### src/rtl/character_pkg.sv
// Shared encodings for the character animation path: state/game enums and
// per-state frame counts, imported by both this controller and the sprite renderer.
package character_pkg;

  typedef enum logic [7:0] {
    CS_STAND  = 8'd0,
    CS_ATTACK = 8'd1,
    CS_MOVEL  = 8'd2,
    CS_MOVER  = 8'd3,
    CS_HURT   = 8'd4,
    CS_DEFEND = 8'd5,
    CS_DIE    = 8'd6
  } char_state_t;

  typedef enum logic [7:0] {
    GS_START = 8'd0,
    GS_GAME  = 8'd1,
    GS_OVER  = 8'd2
  } game_state_t;

  localparam logic [7:0] FRAMES_STAND  = 8'd8;
  localparam logic [7:0] FRAMES_ATTACK = 8'd9;
  localparam logic [7:0] FRAMES_MOVEL  = 8'd5;
  localparam logic [7:0] FRAMES_MOVER  = 8'd5;
  localparam logic [7:0] FRAMES_HURT   = 8'd4;
  localparam logic [7:0] FRAMES_DEFEND = 8'd1;
  localparam logic [7:0] FRAMES_DIE    = 8'd12;

  function automatic logic [7:0] frame_count(input char_state_t s);
    logic [7:0] n;
    case (s)
      CS_ATTACK: n = FRAMES_ATTACK;
      CS_MOVEL:  n = FRAMES_MOVEL;
      CS_MOVER:  n = FRAMES_MOVER;
      CS_HURT:   n = FRAMES_HURT;
      CS_DEFEND: n = FRAMES_DEFEND;
      CS_DIE:    n = FRAMES_DIE;
      default:   n = FRAMES_STAND;
    endcase
    return n;
  endfunction

endpackage

### src/rtl/frame_tick_gen.sv
// Brings the asynchronous ~60 Hz frame strobe into Clk and emits a one-cycle
// tick on every FRAME_DIV-th synchronised rising edge; clr restarts the count.
module frame_tick_gen #(
  parameter int unsigned FRAME_DIV = 6
) (
  input  logic Clk,
  input  logic Reset,
  input  logic frame_clk,
  input  logic clr,
  output logic tick
);

  localparam logic [7:0] DIV_LAST = 8'(FRAME_DIV - 1);

  logic       sync1_reg;
  logic       sync2_reg;
  logic       prev_reg;
  logic [7:0] div_reg;
  logic       rise;

  assign rise = sync2_reg & ~prev_reg;
  assign tick = rise && (div_reg == DIV_LAST);

  always_ff @(posedge Clk) begin
    if (Reset) begin
      sync1_reg <= 1'b0;
      sync2_reg <= 1'b0;
      prev_reg  <= 1'b0;
      div_reg   <= 8'd0;
    end else begin
      sync1_reg <= frame_clk;
      sync2_reg <= sync1_reg;
      prev_reg  <= sync2_reg;
      // A clear on the same cycle as an edge drops that edge.
      if (clr)
        div_reg <= 8'd0;
      else if (rise)
        div_reg <= (div_reg == DIV_LAST) ? 8'd0 : div_reg + 8'd1;
    end
  end

endmodule

### src/rtl/character_anim_ctrl.sv
// Character animation state machine: arbitrates keys, hurt edges and HP-out into
// one state plus a paced frame index for the sprite renderer. Outputs are registered.
module character_anim_ctrl
  import character_pkg::*;
#(
  parameter int unsigned FRAME_DIV        = 6,
  parameter int unsigned ATTACK_HIT_FRAME = 4
) (
  input  logic       Clk,
  input  logic       Reset,
  input  logic       frame_clk,
  input  logic [7:0] game_state,
  input  logic       key_left,
  input  logic       key_right,
  input  logic       key_attack,
  input  logic       key_defend,
  input  logic       hurt_in,
  input  logic       hp_zero,
  output logic [7:0] character1_state,
  output logic [7:0] frame_num,
  output logic       move_l1,
  output logic       move_r1,
  output logic       hurt,
  output logic       character1_hurt,
  output logic       die1,
  output logic       attack_hit,
  output logic       blocked
);

  localparam logic [7:0] HIT_FRAME = 8'(ATTACK_HIT_FRAME);

  // Input capture stage
  logic [7:0] game_state_reg;
  logic       key_left_reg, key_right_reg, key_attack_reg, key_defend_reg;
  logic       hurt_in_reg, hurt_prev_reg, hp_zero_reg;

  char_state_t state_reg, state_next, target;
  logic [7:0]  frame_reg, frame_next, last_frame;
  logic        restart;
  logic        chp_reg, chp_next;
  logic        hit_reg, hit_next;
  logic        blk_reg, blk_next;
  logic        move_l_reg, move_r_reg, hurt_reg, die_reg;
  logic        hurt_rise, div_clr, tick;

  frame_tick_gen #(.FRAME_DIV(FRAME_DIV)) u_tick (
    .Clk       (Clk),
    .Reset     (Reset),
    .frame_clk (frame_clk),
    .clr       (div_clr),
    .tick      (tick)
  );

  assign hurt_rise  = hurt_in_reg & ~hurt_prev_reg;
  assign last_frame = frame_count(state_reg) - 8'd1;

  always_comb begin
    state_next = state_reg;
    frame_next = frame_reg;
    target     = state_reg;
    restart    = 1'b0;
    chp_next   = 1'b0;
    hit_next   = 1'b0;
    blk_next   = 1'b0;
    div_clr    = 1'b0;
    if (game_state_reg != GS_GAME) begin
      state_next = CS_STAND;
      frame_next = 8'd0;
      div_clr    = 1'b1;
    end else begin
      if (hp_zero_reg)
        target = CS_DIE;
      else if (hurt_rise && state_reg != CS_DIE && state_reg != CS_DEFEND) begin
        target   = CS_HURT;
        restart  = 1'b1;
        chp_next = 1'b1;
      end else if (hurt_rise && state_reg == CS_DEFEND)
        blk_next = 1'b1;
      else if (state_reg inside {CS_ATTACK, CS_HURT, CS_DIE})
        target = state_reg;
      else if (key_attack_reg)
        target = CS_ATTACK;
      else if (key_defend_reg)
        target = CS_DEFEND;
      else if (key_left_reg ^ key_right_reg)
        target = key_left_reg ? CS_MOVEL : CS_MOVER;
      else
        target = CS_STAND;

      // A state change always beats a coincident tick.
      if (restart || target != state_reg) begin
        state_next = target;
        frame_next = 8'd0;
        div_clr    = 1'b1;
      end else if (tick) begin
        if (frame_reg >= last_frame) begin
          case (state_reg)
            CS_ATTACK, CS_HURT: begin
              state_next = CS_STAND;
              frame_next = 8'd0;
              div_clr    = 1'b1;
            end
            CS_DIE:  frame_next = last_frame;
            default: frame_next = 8'd0;
          endcase
        end else begin
          frame_next = frame_reg + 8'd1;
        end
      end

      hit_next = (state_next == CS_ATTACK) && (frame_next == HIT_FRAME) &&
                 ((state_reg != CS_ATTACK) || (frame_reg != frame_next));
    end
  end

  always_ff @(posedge Clk) begin
    if (Reset) begin
      game_state_reg <= 8'd0;
      key_left_reg   <= 1'b0;
      key_right_reg  <= 1'b0;
      key_attack_reg <= 1'b0;
      key_defend_reg <= 1'b0;
      hurt_in_reg    <= 1'b0;
      hurt_prev_reg  <= 1'b0;
      hp_zero_reg    <= 1'b0;
      state_reg      <= CS_STAND;
      frame_reg      <= 8'd0;
      chp_reg        <= 1'b0;
      hit_reg        <= 1'b0;
      blk_reg        <= 1'b0;
      move_l_reg     <= 1'b0;
      move_r_reg     <= 1'b0;
      hurt_reg       <= 1'b0;
      die_reg        <= 1'b0;
    end else begin
      game_state_reg <= game_state;
      key_left_reg   <= key_left;
      key_right_reg  <= key_right;
      key_attack_reg <= key_attack;
      key_defend_reg <= key_defend;
      hurt_in_reg    <= hurt_in;
      hurt_prev_reg  <= hurt_in_reg;
      hp_zero_reg    <= hp_zero;
      state_reg      <= state_next;
      frame_reg      <= frame_next;
      chp_reg        <= chp_next;
      hit_reg        <= hit_next;
      blk_reg        <= blk_next;
      move_l_reg     <= (state_next == CS_MOVEL);
      move_r_reg     <= (state_next == CS_MOVER);
      hurt_reg       <= (state_next == CS_HURT);
      die_reg        <= (state_next == CS_DIE);
    end
  end

  assign character1_state = state_reg;
  assign frame_num        = frame_reg;
  assign move_l1          = move_l_reg;
  assign move_r1          = move_r_reg;
  assign hurt             = hurt_reg;
  assign character1_hurt  = chp_reg;
  assign die1             = die_reg;
  assign attack_hit       = hit_reg;
  assign blocked          = blk_reg;

endmodule

### config.mk
export PLATFORM = sky130hd
export DESIGN_NAME = character_anim_ctrl
export DESIGN_NICKNAME = d
export VERILOG_FILES = /design/src/rtl/character_pkg.sv /design/src/rtl/frame_tick_gen.sv /design/src/rtl/character_anim_ctrl.sv
export SDC_FILE = /design/constraint.sdc
export NUM_CORES = 1
export LEC_CHECK = 0
export CAP_MARGIN = 0
export CORE_MARGIN = 2
export CORE_UTILIZATION = 25
export DETAILED_ROUTE_END_ITERATION = 6
export GPL_TIMING_DRIVEN = 0
export HOLD_SLACK_MARGIN = 0.05
export PLACE_DENSITY = 0.4
export SLEW_MARGIN = 20
export SYNTH_ARGS = -nofsm -noshare
export SYNTH_HDL_FRONTEND = slang
export SYNTH_SLANG_ARGS = --single-unit
### constraint.sdc
create_clock -name Clk -period 8.8 [get_ports Clk]
set_input_delay 1.32 -clock Clk [delete_from_list [all_inputs] [get_ports Clk]]
set_output_delay 1.32 -clock Clk [all_outputs]
set_load 0.1 [all_outputs]
==> impl_metrics.yaml, run 1 <==
worst_setup_path:
  cp-end-kind: "register"
  reg2reg_slack_ps: 4530
  r2r-start: "character1_state[4]$_SDFF_PP0_"
  cp_max_fo: 10
  critPathArrivalTime_ps: 4480
  ff2ff_path_depth: 14
  reg2reg_to: "attack_hit$_SDFF_PP0_"
  cp-startpoint: "character1_state[4]$_SDFF_PP0_"
  endpoint: "attack_hit$_SDFF_PP0_"
  cp_data_required_time_ps: 9000
  critPathKind: "register to register"
  startpoint_type: "register"
clock_network:
  cts_made_buffers: 5
  post_cts_buffers: 0
  cts_hold_buffers: 0
  clkTransAtPathRegs_ps: 110
  clockRootBuffer: "clkbuf_8"
  cts_tree: "done"
  ctsResizeCount: 0
  clk_latency_ps: 310
  clock_sinks: 49
  cts.htree.levels: 2
  cts_buffer_depth: 2
sta:
  fin_setup_tns_ps: 0
  rsz0062_at_grt: "no"
  relSlewSlack_pct: 34.67
  fmax_mhz: 233.9
  finalSetupViolations: 0
  hold_viol: 0
  tightest_slew_ps: 976.9
  fin_crit_sh_pct: 48.58
  period_needed_ps: 4275
  skew_ps: 7.491
  drv_slew: 0
drt:
  ant_nets: 0
  drtPass1Iterations: 4
  totalWireLength_microns: 6510
  vias: 2252
  drtIter0Drc: 106
  vias_per_cell: 4.615
  post-route-drc-count: 0
  post_drt_wl_per_cell_microns: 13.34
synth:
  synth-edff-count: 0
  synth-seq-cells: 49
  syn_area_per_cell_sq_um: 8.779
  syn_inst: 299
  synth_cell_types: 65
  seq_area_frac_synth_pct: 37.37
  syn_area_sq_um: 2625
  synth-warning-count: 0
  synth_ff_type: "dfxtp_1"
  async_flop_share_pct: 0
final_layout:
  nNetsFinal: 382
  fill_cells: 1116
  final_cells: 488
  drive_above_1_share_pct: 9.375
  final_core_util_pct: 32.26
  register_area_sq_um: 980.9
  n_antenna_cell: 0
  multiInputGateArea_sq_um: 1553
  area_growth_pct: 26.31
placed_design:
  dp.cells: 480
  gp_congestion: 0.8409
  portBuffers: 39
  dpl.hpwl_microns: 4982
floorplanning:
  initial_core_util_pct: 25.54
  die_w_microns: 106.5
  core-area_sq_um: 10280
  die-area_sq_um: 11340
  num_io_pins: 40
  std_cell_rows: 37
  die_h_microns: 106.5
power_and_ir_drop:
  power.leakage_nw: 1.182
  ir_drop_v: 0.00006624
  power_density_nw_per_um2: 125.4
global_routing:
  grt_first_pass_wirelength_microns: 11250
  grt_pass1_vias: 2251
  grt_max_degree: 19
  grt_usage_pct: 12.35
  antenna_found_initial: 0
  grt_overflow_total: 0
worst_hold_path:
  worstHoldPathType: "register to register"
job:
  cap_violations: 0
outcome:
  status: "completed"
==> cells in the mapped netlist (all sizes together), types with 5 or more instances <==
cell    instances  area, sq um
dfxtp          49        980.9
nor2           32        132.6
nor2b          21        131.4
nand2          18        70.07
nor3           16        96.35
a21oi          14        70.07
ha             14        175.2
clkbuf         10        71.32
inv            10        37.54
nand3           9        45.04
o21ai           9        45.04
nand2b          8        50.05
nor4            7        43.79
xor2            7        61.31
and3            6        37.54
nand4           5        31.28
o211ai          5        42.54
==> layout by cell type, fill, tap and decap left out, drive strengths merged, types with 3 or more instances in the layout <==
cell and count:
nor4b 4, clkbuf 15, nand4 5, nor2b 21
clkdlybuf4s50 39, nor4 7, nand2 18, a2111oi 3
a21oi 14, nor2 32, mux2i 3, dfxtp 49
nor3 16, and3 6, xnor2 4, or2 4
clkinv 3, o211ai 5, ha 14, o21ai 9
nand2b 8, o21a 4, nand3 9, and2 4
conb 8, xor2 7, inv 10
==> report_power, final <==
| group | internal [W] | switching (W) | total, W |
|---|---|---|---|
| clock | 0.0000594 | 0.0000869 | 0.000146 |
| sequential | 0.000227 | 0.00000270 | 0.000230 |
| combinational | 0.0000164 | 0.0000233 | 0.0000396 |
| total | 0.000303 | 0.000113 | 0.000416 |
==> cell type report <==
cell class	count	area share, %
Buffer	12	2.453
Clock buffer	5	2.075
Clock inverter	3	1.019
Inverter	10	1.132
Multi-Input combinational cell	234	46.83
Sequential cell	49	29.58
Tap cell	136	5.132
Timing Repair Buffer	39	11.77
==> metrics by stage <==
step	hold WS, ps	worst slack (ps)	power [W]	instance area, sq um
5_1_grt	481.8	4203	0.0004400	3316
3_3_place_gp	458.2	4272	0.0002747	3208
3_5_place_dp	460.0	4272	0.0002750	3208
6_report	464.7	4525	0.0004159	3316
4_1_cts	460.8	4256	0.0004260	3311
2_1_floorplan	413.8	4605	0.0002609	2648
==> routing by layer <==
| layer | vias up | wire length, microns | track usage (%) |
|---|---|---|---|
| met4 | 0 | 100 | 3.896 |
| li1 | 1163 | - | - |
| met2 | 53 | 2938 | 19.78 |
| met1 | 1026 | 3207 | 16.77 |
| met5 | - | 0 | 0 |
| met3 | 10 | 264 | 2.330 |
==> logic make-up after synthesis <==
group	synth area share (%)
flip-flops	37.37
XOR/XNOR	3.670
AND/OR/NAND/NOR	31.22
adder cells (fa/ha/maj)	6.673
multiplexers	1.144
buffers and inverters	4.528
other	0.2861
AO/OA/AOI/OAI	15.11
==> how the worst min path moves through the flow <==
stage / cells past startpoint / from / endpoint / slack, ps
floorplan: 1 / u_tick.sync1_reg$_SDFF_PP0_ / u_tick.sync2_reg$_SDFF_PP0_ / 410
global placement: 1 / u_tick.sync1_reg$_SDFF_PP0_ / u_tick.sync2_reg$_SDFF_PP0_ / 460
detailed placement: 1 / u_tick.sync1_reg$_SDFF_PP0_ / u_tick.sync2_reg$_SDFF_PP0_ / 460
CTS: 1 / u_tick.sync1_reg$_SDFF_PP0_ / u_tick.sync2_reg$_SDFF_PP0_ / 460
global route: 1 / u_tick.sync1_reg$_SDFF_PP0_ / u_tick.sync2_reg$_SDFF_PP0_ / 480
finish: 1 / u_tick.sync1_reg$_SDFF_PP0_ / u_tick.sync2_reg$_SDFF_PP0_ / 460
==> worst max-delay path, cell delays in order (launching register included) <==
cell and delay, ps:
dfxtp_1 320, or4_4 600, nor2_4 220, o211ai_1 160, ha_1 220, ha_1 310
ha_1 210, a2111oi_1 490, o31a_1 320, buf_2 270, a21oi_1 90, o32ai_1 180
nor4b_1 290, nand4_1 130, a311oi_1 350
No activity file was read; power rests on OpenSTA's default activity.
==> run 2, diff against run 1 <==
==> constraint.sdc (replaced) <==
create_clock -name Clk -period 4.1 [get_ports Clk]
set_input_delay 0.615 -clock Clk [delete_from_list [all_inputs] [get_ports Clk]]
set_output_delay 0.615 -clock Clk [all_outputs]
set_load 0.1 [all_outputs]
==> run 2 against run 1 <==
  * Utilization is 0.95 points higher
  * Maximum frequency is 11% higher
  * Cell count grew 0.82%
  * Via count increased by 0.93%
==> impl_metrics.yaml, run 2 (synthesis results as in run 1) <==
floorplanning:
  std_cell_rows: 37
  die_w_microns: 106.5
  core-area_sq_um: 10280
  die_h_microns: 106.5
  die-area_sq_um: 11340
  initial_core_util_pct: 25.54
  num_io_pins: 40
final_layout:
  area_growth_pct: 30.03
  final_cell_mix: "dfxtp_1 (47), clkdlybuf4s50_1 (39), nor2_1 (29), nor2b_1 (21), nand2_1 (17)"
  drive_above_1_share_pct: 12.92
  final_common_cell: "dfxtp_1"
  final_core_util_pct: 33.21
  nNetsFinal: 386
  n_antenna_cell: 0
  register_area_sq_um: 983.4
  fill_cells: 1108
  multiInputGateArea_sq_um: 1617
sta:
  fin_crit_sh_pct: 94.27
  drv_slew: 0
  tightest_slew_ps: 977.7
  hold_viol: 0
  fmax_mhz: 258.7
  period_needed_ps: 3865
  setup_ws_ps: 234.8
  skew_ps: 13.17
  rsz0062_at_grt: "no"
  relSlewSlack_pct: 34.61
  finalSetupViolations: 0
worst_hold_path:
  worstHoldPathType: "register to register"
  hold_depth: 1
power_and_ir_drop:
  p_int_w: 0.0006528
  switching_share_pct: 27.59
  p_sw_w: 0.0002488
  p_total_w: 0.0009016
  power_density_nw_per_um2: 264.1
  power.leakage_nw: 1.226
  clkPwrFrac_pct: 35.7
  power_frac_seq_pct: 54.8
  combPwrFrac_pct: 9.6
  ir_drop_v: 0.0001501
drt:
  vias: 2273
  drt-met1-wl_microns: 3302
  vias_per_cell: 4.620
  wl_met2_microns: 3123
  post_drt_wl_per_cell_microns: 13.70
  ant_nets: 0
  totalWireLength_microns: 6738
  wl_met3_microns: 251
  drtPass1Iterations: 4
  drtIter0Drc: 71
  post-route-drc-count: 0
  top_layer: "met4"
clock_network:
  clock_sinks: 49
  cts_made_buffers: 5
  cts_tree: "done"
  clk_latency_ps: 320
  cts_buffer_depth: 2
  cts.htree.levels: 2
  clockRootBuffer: "clkbuf_8"
  clkTransAtPathRegs_ps: 110
  cts_hold_buffers: 0
worst_setup_path:
  cp_slowest_cell: "or4_4"
  critPathKind: "register to register"
  cp_cell_sequence: "or4_4 -> or2_2 -> nor2_1 -> ha_2 -> inv_1 -> ha_1 -> a21oi_1 -> o21a_1 -> o31a_1 -> nor3_4 -> a21oi_1 -> a32oi_1 -> a41o_2 -> a311oi_2"
  cp_data_required_time_ps: 4320
  slowest_delay_ps: 590
  cp_max_fo: 6
  ff2ff_path_depth: 14
  crit_path_frequent_cell: "a21oi_1"
  critPathArrivalTime_ps: 4090
  cp-end-kind: "register"
  startpoint_type: "register"
global_routing:
  grt_pass1_vias: 2250
  grt_overflow_total: 0
  grt_usage_pct: 12.68
  antenna_found_initial: 0
  grt_max_degree: 19
  grt_first_pass_wirelength_microns: 11520
placed_design:
  pre_cts_slack_ps: -180.2
  portBuffers: 39
  gp_congestion: 0.8294
  dpl.hpwl_microns: 5081
job:
  cap_violations: 0
outcome:
  status: "completed"
-- run 2: layer usage --
layer | GRT usage [%] | up-vias
met5 | 0 | -
met3 | 2.452 | 6
met2 | 20.42 | 54
met1 | 17.35 | 1036
met4 | 3.340 | 0
li1 | - | 1177
-- run 2: final timing paths --
path                                  startpoint                          end  slack [ps]
setup / recovery  character1_state[4]$_SDFF_PP0_        attack_hit$_SDFF_PP0_         230
hold / removal       u_tick.sync1_reg$_SDFF_PP0_  u_tick.sync2_reg$_SDFF_PP0_         470
setup reg to reg  character1_state[4]$_SDFF_PP0_        attack_hit$_SDFF_PP0_         230
hold reg to reg      u_tick.sync1_reg$_SDFF_PP0_  u_tick.sync2_reg$_SDFF_PP0_         470
-- run 2: layout make-up --
type	instances	share of cell area, %
multi-input combinational	234	47.36
sequential	49	28.81
timing repair buffer	43	12.32
tap	136	4.985
buffer	12	2.566
clock buffer	5	2.016
inverter	10	1.100
clock inverter	3	0.8431
-- run 2: critical path, delay by kind of cell (launching register included) --
family	cells	cell delay, ps
compound gates	7	1660
simple gates	4	1180
buf+inv	1	60
fa+ha+maj	2	530
flops	1	330
-- run 2: power groups by stage --
stage / registers, W / logic (W) / clock network [W]
after CTS: 0.000494 / 0.0000858 / 0.000342
after global routing: 0.000496 / 0.0000943 / 0.000361
after floorplan: 0.000525 / 0.0000349 / 0
after detailed placement: 0.000505 / 0.0000854 / 0
final: 0.000494 / 0.0000863 / 0.000322
after global placement: 0.000505 / 0.0000852 / 0
-- run 2: what timing repair did --
action | in CTS | in global routing
gates resized for setup | 5 | 7
pin swaps | 1 | 3
cloned | 0 | 0
setup buffers | 1 | 3
setup endpoints to repair | 1 | 6
-- run 2: metrics by stage --
step	area, sq um	hold WS [ps]	cells	setup TNS, ps
after floorplan	2655	413.8	305	0
after global placement	3216	458.3	480	-170.9
after detailed placement	3216	460.0	480	-180.2
after CTS	3356	467.1	489	0
after global routing	3413	481.3	492	0
final	3413	465.4	492	0
==> run 3, diff against run 2 <==
--- a/config.mk
+++ b/config.mk
@@ -12,7 +12,7 @@
 export GPL_TIMING_DRIVEN = 0
 export HOLD_SLACK_MARGIN = 0.05
 export PLACE_DENSITY = 0.4
-export SLEW_MARGIN = 20
 export SYNTH_ARGS = -nofsm -noshare
 export SYNTH_HDL_FRONTEND = slang
+export SYNTH_HIERARCHICAL = 1
 export SYNTH_SLANG_ARGS = --single-unit
==> run 3 against run 2 <==
  * Clock-buffer cell count unchanged
  * Utilization up 0.22 points
  * Global-route usage down 0.84 points
  * Maximum frequency about the same
  * Non-clock buffer count down 6
  * Hold slack worse by 16 ps
  * Sequential cell count unchanged
  * Total power about the same
  * Register-to-register slack about the same
  * Cell area down 3.4%
==> impl_metrics.yaml, run 3 <==
worst_setup_path:
  reg2reg_to: "attack_hit$_SDFF_PP0_"
  cp-end-kind: "register"
  path_buf_inv: 0
  cp-startpoint: "character1_state[4]$_SDFF_PP0_"
  startpoint_type: "register"
  cp_max_fo: 7
  cp_cell_sequence: "nor3_4 -> nand2_2 -> or2_2 -> ha_1 -> ha_1 -> ha_1 -> a211oi_1 -> o21ai_1 -> a21o_2 -> a211oi_4 -> o21ai_0 -> o41ai_1 -> a22oi_1 -> o311a_1"
  r2r-start: "character1_state[4]$_SDFF_PP0_"
  crit_cells: 14
  cp_top_family: "compound AO/OA/AOI/OAI gates"
  cp_slowest_cell: "o311a_1"
  critPathArrivalTime_ps: 4050
  ff2ff_path_depth: 14
  critPathKind: "register to register"
  reg2reg_slack_ps: 230
  cp_data_required_time_ps: 4290
  crit_path_frequent_cell: "ha_1"
  slowest_delay_ps: 420
floorplanning:
  die-area_sq_um: 11090
  num_io_pins: 40
  die_h_microns: 105.3
  initial_core_util_pct: 26.00
  die_w_microns: 105.3
  core-area_sq_um: 9864
  std_cell_rows: 36
clock_network:
  cts_tree: "done"
  clock_sinks: 49
  clk_latency_ps: 310
  cts_buffer_depth: 2
  cts_made_buffers: 5
  clkTransAtPathRegs_ps: 110
  clockRootBuffer: "clkbuf_8"
  cts_hold_buffers: 0
  cts.htree.levels: 2
worst_hold_path:
  hp-start: "u_tick/sync1_reg$_SDFF_PP0_"
  hold_depth: 1
  worstHoldPathType: "register to register"
  hold_path_end: "u_tick/sync2_reg$_SDFF_PP0_"
outcome:
  status: "completed"
placed_design:
  dpl.hpwl_microns: 4969
  gp_congestion: 0.7995
  dp.cells: 479
  portBuffers: 39
synth:
  syn_area_per_cell_sq_um: 8.521
  synthTopCellsByArea: "dfxtp_1 (38%), ha_1 (6.8%), nor2b_1 (4.9%)"
  syn_area_sq_um: 2565
  yosysTopAreaCell: "dfxtp_1"
  ys_top_cells_by_count: "dfxtp_1 (49), nand2_1 (25), nor2_1 (25)"
  syn_inst: 301
  synth-warning-count: 6
  seq_area_frac_synth_pct: 38.24
  synth_ff_type: "dfxtp_1"
  yosysMostFrequentCell: "dfxtp_1"
  synth_cell_types: 53
  synth-seq-cells: 49
  async_flop_share_pct: 0
  synth-edff-count: 0
  synth.top_cell.area_share_pct: 38.24
final_layout:
  drive_above_1_share_pct: 9.859
  nNetsFinal: 385
  n_antenna_cell: 0
  final_cell_mix: "dfxtp_1 (47), clkdlybuf4s50_1 (39), nand2_1 (24), nor2_1 (24), nor2b_1 (20)"
  final_common_cell: "dfxtp_1"
  area_growth_pct: 28.59
  final_cells: 488
  fill_cells: 1054
power_and_ir_drop:
  switching_share_pct: 27.81
  ir_drop_v: 0.0001547
  power_frac_seq_pct: 54.8
  power_density_nw_per_um2: 273.6
  power.leakage_nw: 1.131
  combPwrFrac_pct: 9.5
  p_int_w: 0.0006515
  clkPwrFrac_pct: 35.7
  p_sw_w: 0.0002510
drt:
  vias: 2320
  drtIter0Drc: 80
  vias_per_cell: 4.754
  post-route-drc-count: 0
  ant_nets: 0
  drtPass1Iterations: 4
  post_drt_wl_per_cell_microns: 13.22
  totalWireLength_microns: 6449
sta:
  fin_crit_sh_pct: 94.28
  drv_slew: 0
  period_needed_ps: 3865
  holdWs_ps: 449.3
  tightest_slew_ps: 975.2
  fin_setup_tns_ps: 0
  fmax_mhz: 258.7
  skew_ps: 9.742
  finalSetupViolations: 0
  relSlewSlack_pct: 34.78
  hold_viol: 0
global_routing:
  grt_usage_pct: 11.83
  grt_max_degree: 19
  grt_first_pass_wirelength_microns: 10710
  grt_pass1_vias: 2223
  grt_overflow_total: 0
  antenna_found_initial: 0
job:
  cap_violations: 0
-- run 3: cell types whose count changed after synthesis, sizes merged, moves of 6 or more --
cell | before | now
nand2 | 18 | 25
nor3 | 16 | 7
o21ai | 9 | 15
nor2 | 32 | 25
a211oi | 1 | 8
-- run 3: kinds of logic after synthesis --
| group | Yosys count | synth area share, % |
|---|---|---|
| compound gates | 72 | 19.46 |
| xor+xnor | 8 | 2.732 |
| fa+ha+maj | 14 | 6.829 |
| buf+inv | 21 | 3.414 |
| flops | 49 | 38.24 |
| mux | 3 | 1.268 |
| other cells | 2 | 0.2928 |
| simple gates | 132 | 27.76 |
-- run 3: how the worst max path moves through the flow --
stage	end
finish	attack_hit$_SDFF_PP0_
global route	attack_hit$_SDFF_PP0_
CTS	attack_hit$_SDFF_PP0_
detailed placement	attack_hit$_SDFF_PP0_
global placement	attack_hit$_SDFF_PP0_
floorplan	attack_hit$_SDFF_PP0_
-- run 3: power groups by stage --
stage	registers [W]	clock network, W	logic [W]
after global routing	0.000497	0.000348	0.0000939
after CTS	0.000494	0.000336	0.0000858
after global placement	0.000505	0	0.0000854
final	0.000495	0.000322	0.0000859
after floorplan	0.000525	0	0.0000339
after detailed placement	0.000505	0	0.0000855
-- run 3: what timing repair did --
action | 4_1_cts | 5_1_grt
pin swaps | 0 | 1
endpoints found under the setup margin | 1 | 2
gates resized for setup | 3 | 10
buffers inserted | 0 | 2
-- run 3: final cells by class --
type	instances	area, sq um	share of cell area, %
sequential	49	983.4	29.82
inverter	12	45.04	1.366
clock inverter	3	33.78	1.024
multi-input combinational	237	1553	47.08
timing repair buffer	41	405.4	12.29
tap	133	166.4	5.046
buffer	8	42.54	1.290
clock buffer	5	68.82	2.086
-- run 3: metal layers --
layer | routed length, microns | up-vias | global-route usage, %
li1 | - | 1191 | -
met1 | 3199 | 1065 | 15.76
met2 | 2947 | 56 | 19.59
met3 | 218 | 8 | 2.226
met4 | 84 | 0 | 3.143
met5 | 0 | - | 0
-- run 3: metrics by stage --
step	instance area [sq um]	total power (W)	util (%)	setup slack, ps
2_1_floorplan	2590	0.0005590	-	89.96
3_3_place_gp	3147	0.0005901	31.90	-142.9
3_5_place_dp	3147	0.0005906	31.90	-123.8
4_1_cts	3256	0.0009159	33.00	13.17
5_1_grt	3298	0.0009390	33.43	-0.7736
6_report	3298	0.0009024	33.43	234.6
